File: src/rtl/flashmem_pkg.sv
// Shared definitions for the flash-emulation memory arbiter: FSM states, requester IDs,
// window defaults and the address-window decode.
package flashmem_pkg;

  typedef enum logic [2:0] {
    StIdle  = 3'd0,
    StIssue = 3'd1,
    StWait  = 3'd2,
    StErr   = 3'd3,
    StResp  = 3'd4
  } state_e;

  localparam logic REQ_CPU = 1'b0;
  localparam logic REQ_LDR = 1'b1;

  localparam logic [3:0]  DefBaseNibble = 4'h1;
  localparam int unsigned DefAddrBits   = 13;
  localparam int unsigned DefWinBytes   = 32768;

  function automatic logic in_window(input logic [23:0] addr, input logic [3:0] base,
                                     input int unsigned win_bytes);
    return (addr[23:20] == base) && ({12'd0, addr[19:0]} < win_bytes);
  endfunction

endpackage

File: src/rtl/rr_arb2.sv
// Two-input round-robin arbiter: on a tie the requester that was not served last wins.
module rr_arb2 (
  input  logic [1:0] req_i,
  input  logic       last_i,
  output logic       grant_o,
  output logic       any_o
);

  always_comb begin
    any_o = |req_i;
    if (&req_i) begin
      grant_o = ~last_i;
    end else begin
      grant_o = req_i[1];
    end
  end

endmodule

File: src/rtl/flashmem_arbiter.sv
// Arbitrates the CPU read port and the image-loader port onto one synchronous-read memory,
// turning its registered-address read timing into a per-port valid/ready pulse.
module flashmem_arbiter
  import flashmem_pkg::*;
#(
  parameter logic [3:0]  BASE_NIBBLE = DefBaseNibble,
  parameter int unsigned ADDR_BITS   = DefAddrBits,
  parameter int unsigned WIN_BYTES   = DefWinBytes
) (
  input  logic                 clk,
  input  logic                 resetn,
  input  logic                 c_valid,
  output logic                 c_ready,
  input  logic [23:0]          c_addr,
  output logic [31:0]          c_rdata,
  input  logic                 l_valid,
  output logic                 l_ready,
  input  logic [23:0]          l_addr,
  input  logic [3:0]           l_wstrb,
  input  logic [31:0]          l_wdata,
  output logic [31:0]          l_rdata,
  input  logic                 l_lock,
  output logic [ADDR_BITS-1:0] mem_addr,
  output logic                 mem_wren,
  output logic [3:0]           mem_byteena,
  output logic [31:0]          mem_wdata,
  input  logic [31:0]          mem_q,
  output logic                 owner
);

  state_e                 state_q;
  logic                   owner_q;
  logic                   c_ready_q, l_ready_q;
  logic [31:0]            c_rdata_q, l_rdata_q;
  logic [ADDR_BITS-1:0]   mem_addr_q;
  logic                   mem_wren_q;
  logic [3:0]             mem_byteena_q;
  logic [31:0]            mem_wdata_q;

  logic [1:0]  req;
  logic        grant, any;
  logic [23:0] sel_addr;
  logic        sel_in;
  logic        sel_write;

  assign req       = {l_valid, c_valid & ~l_lock};
  assign sel_addr  = (grant == REQ_LDR) ? l_addr : c_addr;
  assign sel_in    = in_window(sel_addr, BASE_NIBBLE, WIN_BYTES);
  assign sel_write = (grant == REQ_LDR) && (l_wstrb != 4'h0);

  rr_arb2 u_arb (
    .req_i   (req),
    .last_i  (owner_q),
    .grant_o (grant),
    .any_o   (any)
  );

  always_ff @(posedge clk or negedge resetn) begin
    if (!resetn) begin
      state_q       <= StIdle;
      owner_q       <= REQ_LDR;
      c_ready_q     <= 1'b0;
      l_ready_q     <= 1'b0;
      c_rdata_q     <= '0;
      l_rdata_q     <= '0;
      mem_addr_q    <= '0;
      mem_wren_q    <= 1'b0;
      mem_byteena_q <= 4'h0;
      mem_wdata_q   <= '0;
    end else begin
      case (state_q)
        StIdle: begin
          if (any) begin
            owner_q <= grant;
            if (sel_in) begin
              mem_addr_q    <= sel_addr[ADDR_BITS+1:2];
              mem_wdata_q   <= (grant == REQ_LDR) ? l_wdata : 32'h0;
              mem_byteena_q <= sel_write ? l_wstrb : 4'hF;
              mem_wren_q    <= sel_write;
              state_q       <= StIssue;
            end else begin
              // Out-of-window: no memory cycle, answer with zero data.
              state_q <= StErr;
            end
          end
        end
        StIssue: begin
          mem_wren_q <= 1'b0;
          state_q    <= StWait;
        end
        StWait: begin
          if (owner_q == REQ_LDR) begin
            l_rdata_q <= mem_q;
            l_ready_q <= 1'b1;
          end else begin
            c_rdata_q <= mem_q;
            c_ready_q <= 1'b1;
          end
          state_q <= StResp;
        end
        StErr: begin
          if (owner_q == REQ_LDR) begin
            l_rdata_q <= '0;
            l_ready_q <= 1'b1;
          end else begin
            c_rdata_q <= '0;
            c_ready_q <= 1'b1;
          end
          state_q <= StResp;
        end
        StResp: begin
          c_ready_q <= 1'b0;
          l_ready_q <= 1'b0;
          state_q   <= StIdle;
        end
        default: state_q <= StIdle;
      endcase
    end
  end

  assign c_ready     = c_ready_q;
  assign l_ready     = l_ready_q;
  assign c_rdata     = c_rdata_q;
  assign l_rdata     = l_rdata_q;
  assign mem_addr    = mem_addr_q;
  assign mem_wren    = mem_wren_q;
  assign mem_byteena = mem_byteena_q;
  assign mem_wdata   = mem_wdata_q;
  assign owner       = owner_q;

endmodule

File: config.mk
export PLATFORM = sky130hd
export DESIGN_NAME = flashmem_arbiter
export DESIGN_NICKNAME = d
export VERILOG_FILES = /design/src/rtl/flashmem_pkg.sv /design/src/rtl/rr_arb2.sv /design/src/rtl/flashmem_arbiter.sv
export SDC_FILE = /design/constraint.sdc
export NUM_CORES = 1
export LEC_CHECK = 0
export ABC_AREA = 1
export BUFFER_PORTS_ARGS = -buffer_cell sky130_fd_sc_hd__buf_2
export CORE_ASPECT_RATIO = 0.9
export CORE_MARGIN = 2
export CORE_UTILIZATION = 45
export DETAILED_ROUTE_END_ITERATION = 7
export PLACE_DENSITY = 0.76
export SYNTH_ARGS = -nofsm -noshare
export SYNTH_HDL_FRONTEND = slang
export SYNTH_HIERARCHICAL = 1
export SYNTH_SLANG_ARGS = --single-unit
File: constraint.sdc
create_clock -name clk -period 2 [get_ports clk]
set_clock_uncertainty 0.1 [all_clocks]
set_input_delay 0.6 -clock clk [delete_from_list [all_inputs] [get_ports clk]]
set_output_delay 0.6 -clock clk [all_outputs]
set_load 0.02 [all_outputs]
Word-level counts from Yosys, hierarchy flattened
Index checks and enable logic that the tools add are counted.
{"block": "word_totals", "wordCells": 64, "out_inout_bits": 117, "inputBits": 121, "ff_bits": 120}
{"block": "op_classes", "mux": 20, "eq_ne": 13, "n_reduce_logical": 17, "bitwise_logic": 3, "order_cmp": 1}
{"operator": "$mux W32", "n": 5}
{"operator": "$pmux W32 S2", "n": 2}
{"operator": "$mux W24", "n": 1}
{"operator": "$lt A20 B16 Y1 const B", "n": 1}
{"operator": "$ne A2 B2 Y1 const B", "n": 7}
{"operator": "$reduce_and A3 Y1", "n": 4}
{"operator": "$pmux W3 S3", "n": 1}
{"operator": "$reduce_and A2 Y1", "n": 4}
{"operator": "$eq A3 B2 Y1 const B", "n": 2}
{"operator": "$pmux W1 S2", "n": 3}
{"operator": "$reduce_bool A2 Y1", "n": 3}
{"operator": "$mux W1", "n": 5}
{"operator": "$eq A4 B1 Y1 const B", "n": 1}
{"operator": "$mux W4", "n": 1}
{"operator": "$reduce_bool A4 Y1", "n": 1}
{"operator": "$reduce_or A2 Y1", "n": 2}
{"operator": "$eq A3 B1 Y1 const B", "n": 1}
{"operator": "$eq A3 B3 Y1 const B", "n": 1}
{"operator": "$logic_not A3 Y1", "n": 1}
{"operator": "$mux W3", "n": 1}
{"operator": "$logic_and A1 B1 Y1", "n": 2}
{"operator": "$mux W2", "n": 1}
{"operator": "$ne A2 B1 Y1 const B", "n": 1}
{"operator": "$not A1 Y1", "n": 2}
{"operator": "$and A1 B1 Y1", "n": 1}

Longest topological paths before layout
Gate-level depths: netlist of the first run.
{"block": "depth", "word_depth": 10, "mapped_depth": 14, "ltp_nobuf": 12}

By module
Netlist of the first run, hierarchy kept.
{"mod": "flashmem_arbiter", "instances": 1, "area_per_inst_um2": 4843.4, "cells_each": 530, "seq_area_each_um2": 3004.1}
{"mod": "rr_arb2", "instances": 1, "area_per_inst_um2": 15.0, "cells_each": 3, "seq_area_each_um2": 0.0}

Worst setup path before layout of the first run
Ideal clock, no wire load.
{"block": "synth_path", "path_kind": "in2reg", "startpoint": "in c_valid", "endpoint": "reg mem_byteena_q[0] (netlist: mem_byteena[0])", "path_slack_ns": 0.120, "arrival_time_ns": 1.663, "n_path_buf": 2, "cell_stages": 12, "required_time_ns": 1.783, "setup_ns": 0.117, "path_cell_list": "inv_1 nor2_1 a21oi_1 buf_6 nand2_1 nor2_1 nand3_1 nand2_2 nand2_2 buf_6 o21ai_1 inv_1"}
{"block": "synth_between", "elab_chain_len": 7, "word_cells_on_any_way": 11, "classes_between": "1 x order compare; 1 x eq/ne; 3 x mux; 1 x bitwise; 5 x reduce/logical"}
{"element": "from (decl)", "line_no": "flashmem_arbiter.sv:12", "rtl": "input logic c_valid,"}
{"element": "$and A1 B1 Y1 (*)", "line_no": "flashmem_arbiter.sv:46", "rtl": "assign req = {l_valid, c_valid & ~l_lock};"}
{"element": "net req[0]", "line_no": "flashmem_arbiter.sv:40", "rtl": "logic [1:0] req;"}
{"element": "$reduce_and A2 Y1 (*)", "line_no": "rr_arb2.sv:11", "rtl": "if (&req_i) begin"}
{"element": "$mux W1 (*)", "line_no": "rr_arb2.sv:11"}
{"element": "net grant", "line_no": "flashmem_arbiter.sv:41", "rtl": "logic grant, any;"}
{"element": "$mux W24", "line_no": "flashmem_arbiter.sv:47", "rtl": "assign sel_addr = (grant == REQ_LDR) ? l_addr : c_addr;"}
{"element": "$lt A20 B16 Y1 or $eq A4 B1 Y1 (tied branches)", "line_no": "flashmem_pkg.sv:22", "rtl": "return (addr[23:20] == base) && ({12'd0, addr[19:0]} < win_bytes);"}
{"element": "$logic_and A1 B1 Y1", "line_no": "flashmem_pkg.sv:22"}
{"element": "$reduce_and A3 Y1 (no line)"}
{"element": "to (signal assigned)", "line_no": "flashmem_arbiter.sv:78", "rtl": "mem_byteena_q <= sel_write ? l_wstrb : 4'hF;"}
{"element": "to (decl)", "line_no": "flashmem_arbiter.sv:37", "rtl": "logic [3:0] mem_byteena_q;"}
The timed path passes the listed nets; every way through them passes the cells marked *.
A chain may end at the register's enable or synchronous reset.

Final worst setup path of the first run
{"block": "layout_path", "startpoint": "reg owner_q (netlist: owner)", "endpoint": "out owner"}
{"element": "from (decl)", "line_no": "flashmem_arbiter.sv:32", "rtl": "logic owner_q;"}
{"element": "from (signal assigned)", "line_no": "flashmem_arbiter.sv:74", "rtl": "owner_q <= grant;"}
{"element": "to (decl)", "line_no": "flashmem_arbiter.sv:28", "rtl": "output logic owner"}
No word-level cell between the ends.

==> out/results.ini, run 1 <==
[outcome]
status=completed

[critical_path]
critical-path-top-delay-family=flip-flops
start_kind=flip-flop
path_class=reg2out
worst_ep_required_time_ns=1.30
critPathBufInv=1
slowest_stage=dfstp_2
critPathMaxFanout=4
arrival_ns=1.16
cp_slowest_stage_delay_ns=0.57
crit_path_cell_trace=buf_2
cp-end-kind=output pin

[synthesis]
synthFlopType=dfrtp_1
synth_area_sq_um=4860
synth_nets=654
synth.most_common_cell=nand2_1
synth_edf_count=0
synth_cell_type_count=22
yosys.area.top_type_share_pct=61.3
yosys_warnings=6
yosysTopAreaCell=dfrtp_1
async_flop_share_pct=100
seq_area_frac_synth_pct=61.8
yosys-top-cells-count=nand2_1 (198), dfrtp_1 (119), o21ai_0 (67)
yosys-top-cells-area=dfrtp_1 (61%), nand2_1 (15%), o21ai_0 (6.9%), nand3_1 (3.6%), mux2i_1 (2.7%)
avgSynthCellArea_sq_um=9.12
syn_inst=533
ys_seq_elements=120

[placement]
place.gp.congestion=0.820
post-place-ws_ns=-0.148
dp_hpwl_um=9250
port-buffer-count=233

[routing]
drt_iter0_markers=263
first_pass_iters=5
drtAntennaViolNets=0
via_per_inst=4.86
drc=0
wire_per_inst_um=14.2
wirelength_um=13000
num_vias=4444

[hold_path]
min-delay-path-class=in2async

[timing]
slew_violations=0
grt_setup_unrepaired=no
fmax_mhz=539
setup_viol=0
worst-slew-pin-transition_ns=0.489
hold_viol_final=0
relSlewSlack_pct=67.4
fin_crit_ns=1.86
min_period_over_period_pct=92.8
fin_ws_ns=0.144

[clocking]
cts_made_buffers=17
cts-resized-gates=0
clockBufferDepth=2
tritoncts=yes
cts_max_level=4
cts_setup_buffers=0
insertion_delay_ns=0.40
hold_buffers=0
clk_pin_slew_ns=0.06
cts.sinks=120
cts-root-buf=clkbuf_16

[global_route]
grt_antenna_before_repair=0
grt_overflow=0
grt_pass1_vias=4275
globalRouteTotalUtil_pct=22.6
grt_start_max_net_pins=81
grt_first_pass_wirelength_um=20400

[floorplan]
ios=238
coreArea_sq_um=10400
dieWidth_um=114
dieArea_sq_um=11600
initial_core_util_pct=46.8
row_count=35
die_h_um=103

[power]
leakagePower_nw=3.93
power_mw=9.48
pwr_density_cell_nw_per_um2=1400
peakVddDrop_uv=598

[finish]
utilization_pct=65.3
diodes=0
design.final.nets=893
drive_gt1_share_pct=37.5
syn_to_final_growth_pct=39.5

[run]
maxCapViolations=0

[per-layer routing]
layer / global-route usage (%) / up-vias / share of wire [%]
met4: 9.38 / 0 / 1.7
met5: 0 / - / 0
met2: 38.8 / 212 / 50
li1: - / 2183 / -
met3: 5.17 / 17 / 7.1
met1: 28.0 / 2032 / 41
[where the power goes]
group | leakage, nW | switching (mW) | internal [mW]
clock network | 0.264 | 1.17 | 1.64
registers | 1.54 | 0.373 | 3.15
logic | 2.13 | 2.12 | 1.04
total | 3.93 | 3.66 | 5.83
[sequential cells by signal, summed over array words and instances (netlist names)]
name and flops:
c_rdata 32, l_rdata 32, mem_wdata 32, mem_addr 13
mem_byteena 4, state_q 3, c_ready 1, l_ready 1
mem_wren 1, owner 1
[final timing paths]
| check | startpoint | to | slack (ns) | cells after the start |
|---|---|---|---|---|
| max reg2reg | owner | mem_wdata[27] | 0.23 | 9 |
| min in group clk | l_wdata[4] | mem_wdata[4] | 0.32 | 3 |
| max in group asynchronous | resetn | l_rdata[25] | 1.28 | 2 |
| min reg2reg | mem_wdata[14] | mem_wdata[14] | 0.36 | 2 |
| max | owner | owner | 0.14 | 1 |
| min | resetn | l_rdata[4] | 0.12 | 2 |
[layout by cell type (no fill, tap or decap), drive strengths merged]
master | Yosys | routed
mux2i | 13 | 13
nand3 | 35 | 35
and2 | 1 | 1
nand4 | 2 | 2
clkinvlp | 0 | 3
o21bai | 1 | 1
nand2 | 201 | 201
dfstp | 1 | 1
clkbuf | 8 | 18
clkinv | 0 | 6
o21ai | 83 | 83
or2 | 1 | 1
a21oi | 3 | 3
nor3 | 1 | 1
buf | 23 | 251
inv | 27 | 32
nor2 | 14 | 14
dfrtp | 119 | 119
[final cells by class]
cell class	count	area, sq um
clock buffer	18	439
clock inverter	14	115
fill	838	3600
inverter	27	101
multi-input combinational	355	1600
sequential	120	3000
tap	129	161
timing repair buffer	251	1350
[metrics by stage]
stage,hold slack [ns],cell area [sq um],TNS (ns),std cells
after global placement,0.349,6220,-2.68,882
after global routing,0.149,6780,0,914
after detailed placement,0.354,6220,-4.26,882
after CTS,0.137,6780,0,914
final,0.121,6780,0,914
after floorplan,0.204,4860,0,533
[cells by family (layout without fill, tap and decap cells)]
group | Yosys count | in the layout | share of synthesized area, %
simple gates | 255 | 255 | 21.1
flops | 120 | 120 | 61.8
compound gates | 87 | 87 | 9.01
buf+inv | 58 | 310 | 5.38
mux | 13 | 13 | 2.68
Note: power is estimated with default switching activity, not from simulation.
==> inputs of run 2 (changes only) <==
--- a/config.mk
+++ b/config.mk
@@ -9,9 +9,9 @@
 export BUFFER_PORTS_ARGS = -buffer_cell sky130_fd_sc_hd__buf_2
 export CORE_ASPECT_RATIO = 0.9
 export CORE_MARGIN = 2
-export CORE_UTILIZATION = 45
+export CORE_UTILIZATION = 40
 export DETAILED_ROUTE_END_ITERATION = 7
-export PLACE_DENSITY = 0.76
+export PLACE_DENSITY = 0.68
 export SYNTH_ARGS = -nofsm -noshare
 export SYNTH_HDL_FRONTEND = slang
 export SYNTH_HIERARCHICAL = 1
==> run 2 against run 1 <==
Against the previous run:
- critical path depth stayed put
- worst hold slack worse by 0.057 ns
- final cell count rose by 3.6%
- die area increased by 12%
- non-clock buffer count grew 2
- combinational power about the same
- worst setup slack worse by 0.024 ns
==> out/results.ini, run 2 (synthesis gave the netlist of run 1 again) <==
[routing]
drtAntennaViolNets=0  ; unchanged
num_vias=4416  ; -0.63%
wire_per_inst_um=13.3  ; -6.0%
drt_iter0_markers=326  ; +24%
wirelength_um=12600  ; -2.6%
drc=0  ; unchanged
first_pass_iters=4  ; -1
via_per_inst=4.66  ; -4.1%

[critical_path]
r2r_slack_ns=0.21  ; -0.02 ns
worst_ep_required_time_ns=1.30  ; about the same
rr_worst_depth=10  ; +1
critical-path-top-delay-family=flip-flops
arrival_ns=1.18  ; +0.02 ns
start_kind=flip-flop
cp_slowest_stage_delay_ns=0.57  ; about the same
critPathMaxFanout=4  ; unchanged
path_class=reg2out
cp-end-kind=output pin
worstReg2RegStart=owner
critPathBufInv=1  ; unchanged
reg2reg_to=mem_wdata[7]
crit_path_cell_trace=buf_2
slowest_stage=dfstp_2

[power]
pwr_density_cell_nw_per_um2=1400  ; +0.34%
peakVddDrop_uv=583  ; -2.4%
clockPowerShare_pct=31.0  ; +1.4 points
comb_power_share_pct=32.7  ; -0.6 points
power_frac_seq_pct=36.3  ; -0.8 points
power.switching_mw=3.51  ; -4.1%
p_int_mw=6.19  ; +6.3%
swShare_pct=36.1  ; -2.4 points
power_mw=9.70  ; +2.3%
leakagePower_nw=3.98  ; +1.3%

[timing]
fin_ws_ns=0.120  ; -0.0240 ns
min_period_over_period_pct=94.0  ; +1.2 points
setup_viol=0  ; unchanged
fmax_mhz=532  ; -1.3%
final.setup.tns_ns=0  ; unchanged
grt_setup_unrepaired=no
relSlewSlack_pct=66.3  ; -1.1 points
hold_viol_final=0  ; unchanged
holdWs_ns=0.0638  ; -0.0570 ns
slew_violations=0  ; unchanged
fin_crit_ns=1.88  ; +0.0239 ns
worst-slew-pin-transition_ns=0.505  ; +0.0166 ns

[floorplan]
coreArea_sq_um=11900  ; +15%
row_count=38  ; +8.6%
dieArea_sq_um=13000  ; +12%
dieWidth_um=120  ; +5.9%
die_h_um=109  ; +5.8%
initial_core_util_pct=40.7  ; -6.1 points
ios=238  ; unchanged

[clocking]
clk_pin_slew_ns=0.06  ; about the same
cts_made_buffers=17  ; unchanged
hold_buffers=0  ; unchanged
cts_max_level=4  ; unchanged
cts-resized-gates=0  ; unchanged
cts_setup_buffers=0  ; unchanged
cts.sinks=120  ; unchanged
tritoncts=yes
clockBufferDepth=2  ; unchanged
cts-root-buf=clkbuf_16
insertion_delay_ns=0.41  ; about the same

[placement]
port-buffer-count=233  ; unchanged
post-place-ws_ns=-0.111  ; +0.0372 ns
dp.cells=915  ; +3.7%
place.gp.congestion=0.787  ; -4.1%
dp_hpwl_um=9170  ; -0.95%
place_area_sq_um=6310  ; +1.5%

[finish]
fin_cells=947  ; +3.6%
diodes=0  ; unchanged
utilization_pct=57.9  ; -7.4 points
final_cell_area_sq_um=6910  ; +2.0%
design.final.nets=895  ; +0.22%
syn_to_final_growth_pct=42.2
layout_commonest_cell=buf_2
drive_gt1_share_pct=37.2  ; -0.22 points
fillCellCount=1085  ; +29%
layout_common_cells=buf_2 (232), nand2_1 (196), dfrtp_1 (119)

[global_route]
grt_pass1_vias=4357  ; +1.9%
grt_antenna_before_repair=0  ; unchanged
grt_overflow=0  ; unchanged
globalRouteTotalUtil_pct=20.1  ; -2.4 points
grt_first_pass_wirelength_um=20400  ; about the same
grt_start_max_net_pins=66  ; -19%

[run]
maxCapViolations=0  ; unchanged

[outcome]
status=completed

[hold_path]
min-delay-path-class=in2async

==> run 2: cell count changes in the layout (fill, tap and decap cells not counted), sizes merged <==
cell	before	now
clkinv	6	3
clkinvlp	3	2
buf	251	253
inv	32	27
bufinv	0	2
clkbuf	18	25
==> run 2: how the worst max path moves through the flow <==
stage          startpoint             end  cells after the start
2_1_floorplan     c_valid  mem_byteena[0]                     12
3_3_place_gp      c_valid  mem_byteena[1]                     12
3_5_place_dp      c_valid    mem_wdata[7]                     11
4_1_cts             owner           owner                      1
5_1_grt             owner  mem_byteena[0]                     10
6_report            owner           owner                      1
==> run 2: per-layer routing <==
metal  share of wire [%]  global-route usage, %  vias to the layer above
met4                 1.8                   8.99                        0
li1                    -                      -                     2190
met2                  49                   34.3                      167
met3                 5.5                   4.80                       22
met1                  44                   24.5                     2037
met5                   0                      0                        -
==> run 2: final cells by class <==
type | count | area [sq um] | area share [%]
sequential | 120 | 3000 | 43.5
multi-input combinational | 355 | 1600 | 23.2
timing repair buffer | 253 | 1410 | 20.4
clock buffer | 25 | 505 | 7.32
tap | 160 | 200 | 2.90
inverter | 27 | 101 | 1.47
clock inverter | 7 | 90.1 | 1.30
==> run 2: power by group through the flow <==
stage / registers, mW / clock network, mW / logic [mW]
2_1_floorplan: 4.36 / 0 / 1.10
3_3_place_gp: 3.52 / 0 / 3.14
3_5_place_dp: 3.55 / 0 / 3.22
4_1_cts: 3.52 / 3.08 / 3.23
5_1_grt: 3.60 / 3.18 / 3.53
6_report: 3.52 / 3.01 / 3.17
==> inputs of run 3 (changes only) <==
==> constraint.sdc (replaced) <==
create_clock -name clk -period 1.95 [get_ports clk]
set_clock_uncertainty 0.1 [all_clocks]
set_input_delay 0.585 -clock clk [delete_from_list [all_inputs] [get_ports clk]]
set_output_delay 0.585 -clock clk [all_outputs]
set_load 0.02 [all_outputs]
==> run 3 against run 2 <==
Against the previous run:
- power increased by 3.5%
- clock power increased by 5%
- final cell count unchanged
- sequential cell count unchanged
- largest cell class unchanged
- largest power group unchanged
==> out/results.ini, run 3 (synthesis gave the netlist of run 1 again) <==
[power]
power.switching_mw=3.58  ; +2.0%
clockPowerShare_pct=31.6  ; +0.6 points
power_frac_seq_pct=36.0  ; -0.3 points
pwr_density_cell_nw_per_um2=1450  ; +3.0%
swShare_pct=35.6  ; -0.51 points
peakVddDrop_uv=587  ; +0.68%
comb_power_share_pct=32.5  ; -0.2 points
power_mw=10.0  ; +3.5%
p_int_mw=6.46  ; +4.3%
leakagePower_nw=3.99  ; +0.23%

[critical_path]
rr_worst_depth=9  ; -1
start_kind=flip-flop
path_class=reg2out
worst_ep_required_time_ns=1.26  ; -0.04 ns
critPathMaxFanout=4  ; unchanged
critPathBufInv=1  ; unchanged
critical-path-top-delay-family=flip-flops
cp-end-kind=output pin
r2r_slack_ns=0.17  ; -0.04 ns
worstReg2RegStart=owner
crit_path_cell_trace=buf_2
worst-path-stages=1  ; unchanged
reg2reg_to=mem_wdata[5]
arrival_ns=1.18  ; about the same
cp_slowest_stage_delay_ns=0.58  ; about the same
critPathLaunch=owner
crit_path_end=owner
slowest_stage=dfstp_2

[timing]
fin_ws_ns=0.0898  ; -0.0306 ns
worst-slew-pin-transition_ns=0.394  ; -0.111 ns
relSlewSlack_pct=73.7  ; +7.4 points
hold_viol_final=0  ; unchanged
holdWs_ns=0.0109  ; -0.0529 ns
setup_viol=0  ; unchanged
grt_setup_unrepaired=no
slew_violations=0  ; unchanged
fin_crit_ns=1.86
final.setup.tns_ns=0  ; unchanged
min_period_over_period_pct=95.4
fmax_mhz=538

[placement]
port-buffer-count=233  ; unchanged
post-place-ws_ns=-0.130  ; -0.0191 ns
place_area_sq_um=6330  ; +0.20%
dp.cells=915  ; unchanged
dp_hpwl_um=9150  ; -0.21%
place.gp.congestion=0.803  ; +2.1%

[routing]
via_per_inst=4.66  ; -0.11%
first_pass_iters=4  ; unchanged
drtAntennaViolNets=0  ; unchanged
drt_iter0_markers=332  ; +1.8%
num_vias=4411  ; -0.11%
drc=0  ; unchanged
wirelength_um=12500  ; -0.78%
wire_per_inst_um=13.2  ; -0.78%

[global_route]
grt_start_max_net_pins=66  ; unchanged
grt_pass1_vias=4222  ; -3.1%
grt_first_pass_wirelength_um=20000  ; -2.0%
globalRouteTotalUtil_pct=19.9  ; -0.29 points
grt_antenna_before_repair=0  ; unchanged
grt_overflow=0  ; unchanged

[clocking]
cts-root-buf=clkbuf_16
cts_setup_buffers=0  ; unchanged
cts_made_buffers=17  ; unchanged
clockBufferDepth=2  ; unchanged
tritoncts=yes
cts.sinks=120  ; unchanged
cts_max_level=4  ; unchanged
cts-resized-gates=0  ; unchanged
insertion_delay_ns=0.40  ; about the same
hold_buffers=0  ; unchanged
clk_pin_slew_ns=0.05  ; about the same

[hold_path]
min-delay-path-class=in2async

[finish]
fin_cells=947  ; unchanged
layout_common_cells=buf_2 (232), nand2_1 (196), dfrtp_1 (119)
layout_commonest_cell=buf_2
final_cell_area_sq_um=6940  ; +0.40%
utilization_pct=58.1  ; +0.23 points
syn_to_final_growth_pct=42.8
drive_gt1_share_pct=37.1  ; -0.13 points
design.final.nets=895  ; unchanged
diodes=0  ; unchanged

[floorplan]
die_h_um=109  ; unchanged
ios=238  ; unchanged
coreArea_sq_um=11900  ; unchanged
initial_core_util_pct=40.7  ; unchanged
dieArea_sq_um=13000  ; unchanged
dieWidth_um=120  ; unchanged
row_count=38  ; unchanged

[run]
maxCapViolations=0  ; unchanged

[outcome]
status=completed

[run 3: layout make-up]
| class | instances | area [sq um] |
|---|---|---|
| Clock buffer | 25 | 495 |
| Clock inverter | 7 | 115 |
| Fill cell | 1108 | 5000 |
| Inverter | 27 | 101 |
| Multi-Input combinational cell | 355 | 1600 |
| Sequential cell | 120 | 3000 |
| Tap cell | 160 | 200 |
| Timing Repair Buffer | 253 | 1420 |
[run 3: power groups by stage]
| stage | combinational [mW] | sequential [mW] | clock (mW) |
|---|---|---|---|
| 5_1_grt | 3.61 | 3.69 | 3.37 |
| 4_1_cts | 3.32 | 3.61 | 3.24 |
| 6_report | 3.26 | 3.61 | 3.17 |
| 2_1_floorplan | 1.13 | 4.47 | 0 |
| 3_5_place_dp | 3.31 | 3.64 | 0 |
| 3_3_place_gp | 3.23 | 3.60 | 0 |
[run 3: worst min path at each step]
| stage | to | depth (start not counted) |
|---|---|---|
| 2_1_floorplan | c_rdata[0] | 0 |
| 3_3_place_gp | mem_wdata[19] | 2 |
| 3_5_place_dp | mem_wdata[21] | 2 |
| 4_1_cts | c_rdata[2] | 1 |
| 5_1_grt | mem_wdata[31] | 1 |
| 6_report | mem_wdata[4] | 1 |
[run 3: per-layer routing]
layer / GRT usage (%) / part of all wire [%] / wire, um / vias up
li1: - / - / - / 2193
met1: 24.6 / 44 / 5450 / 2051
met2: 33.2 / 50 / 6210 / 157
met3: 5.01 / 5.6 / 703 / 10
met4: 8.49 / 1.2 / 153 / 0
met5: 0 / 0 / 0 / -
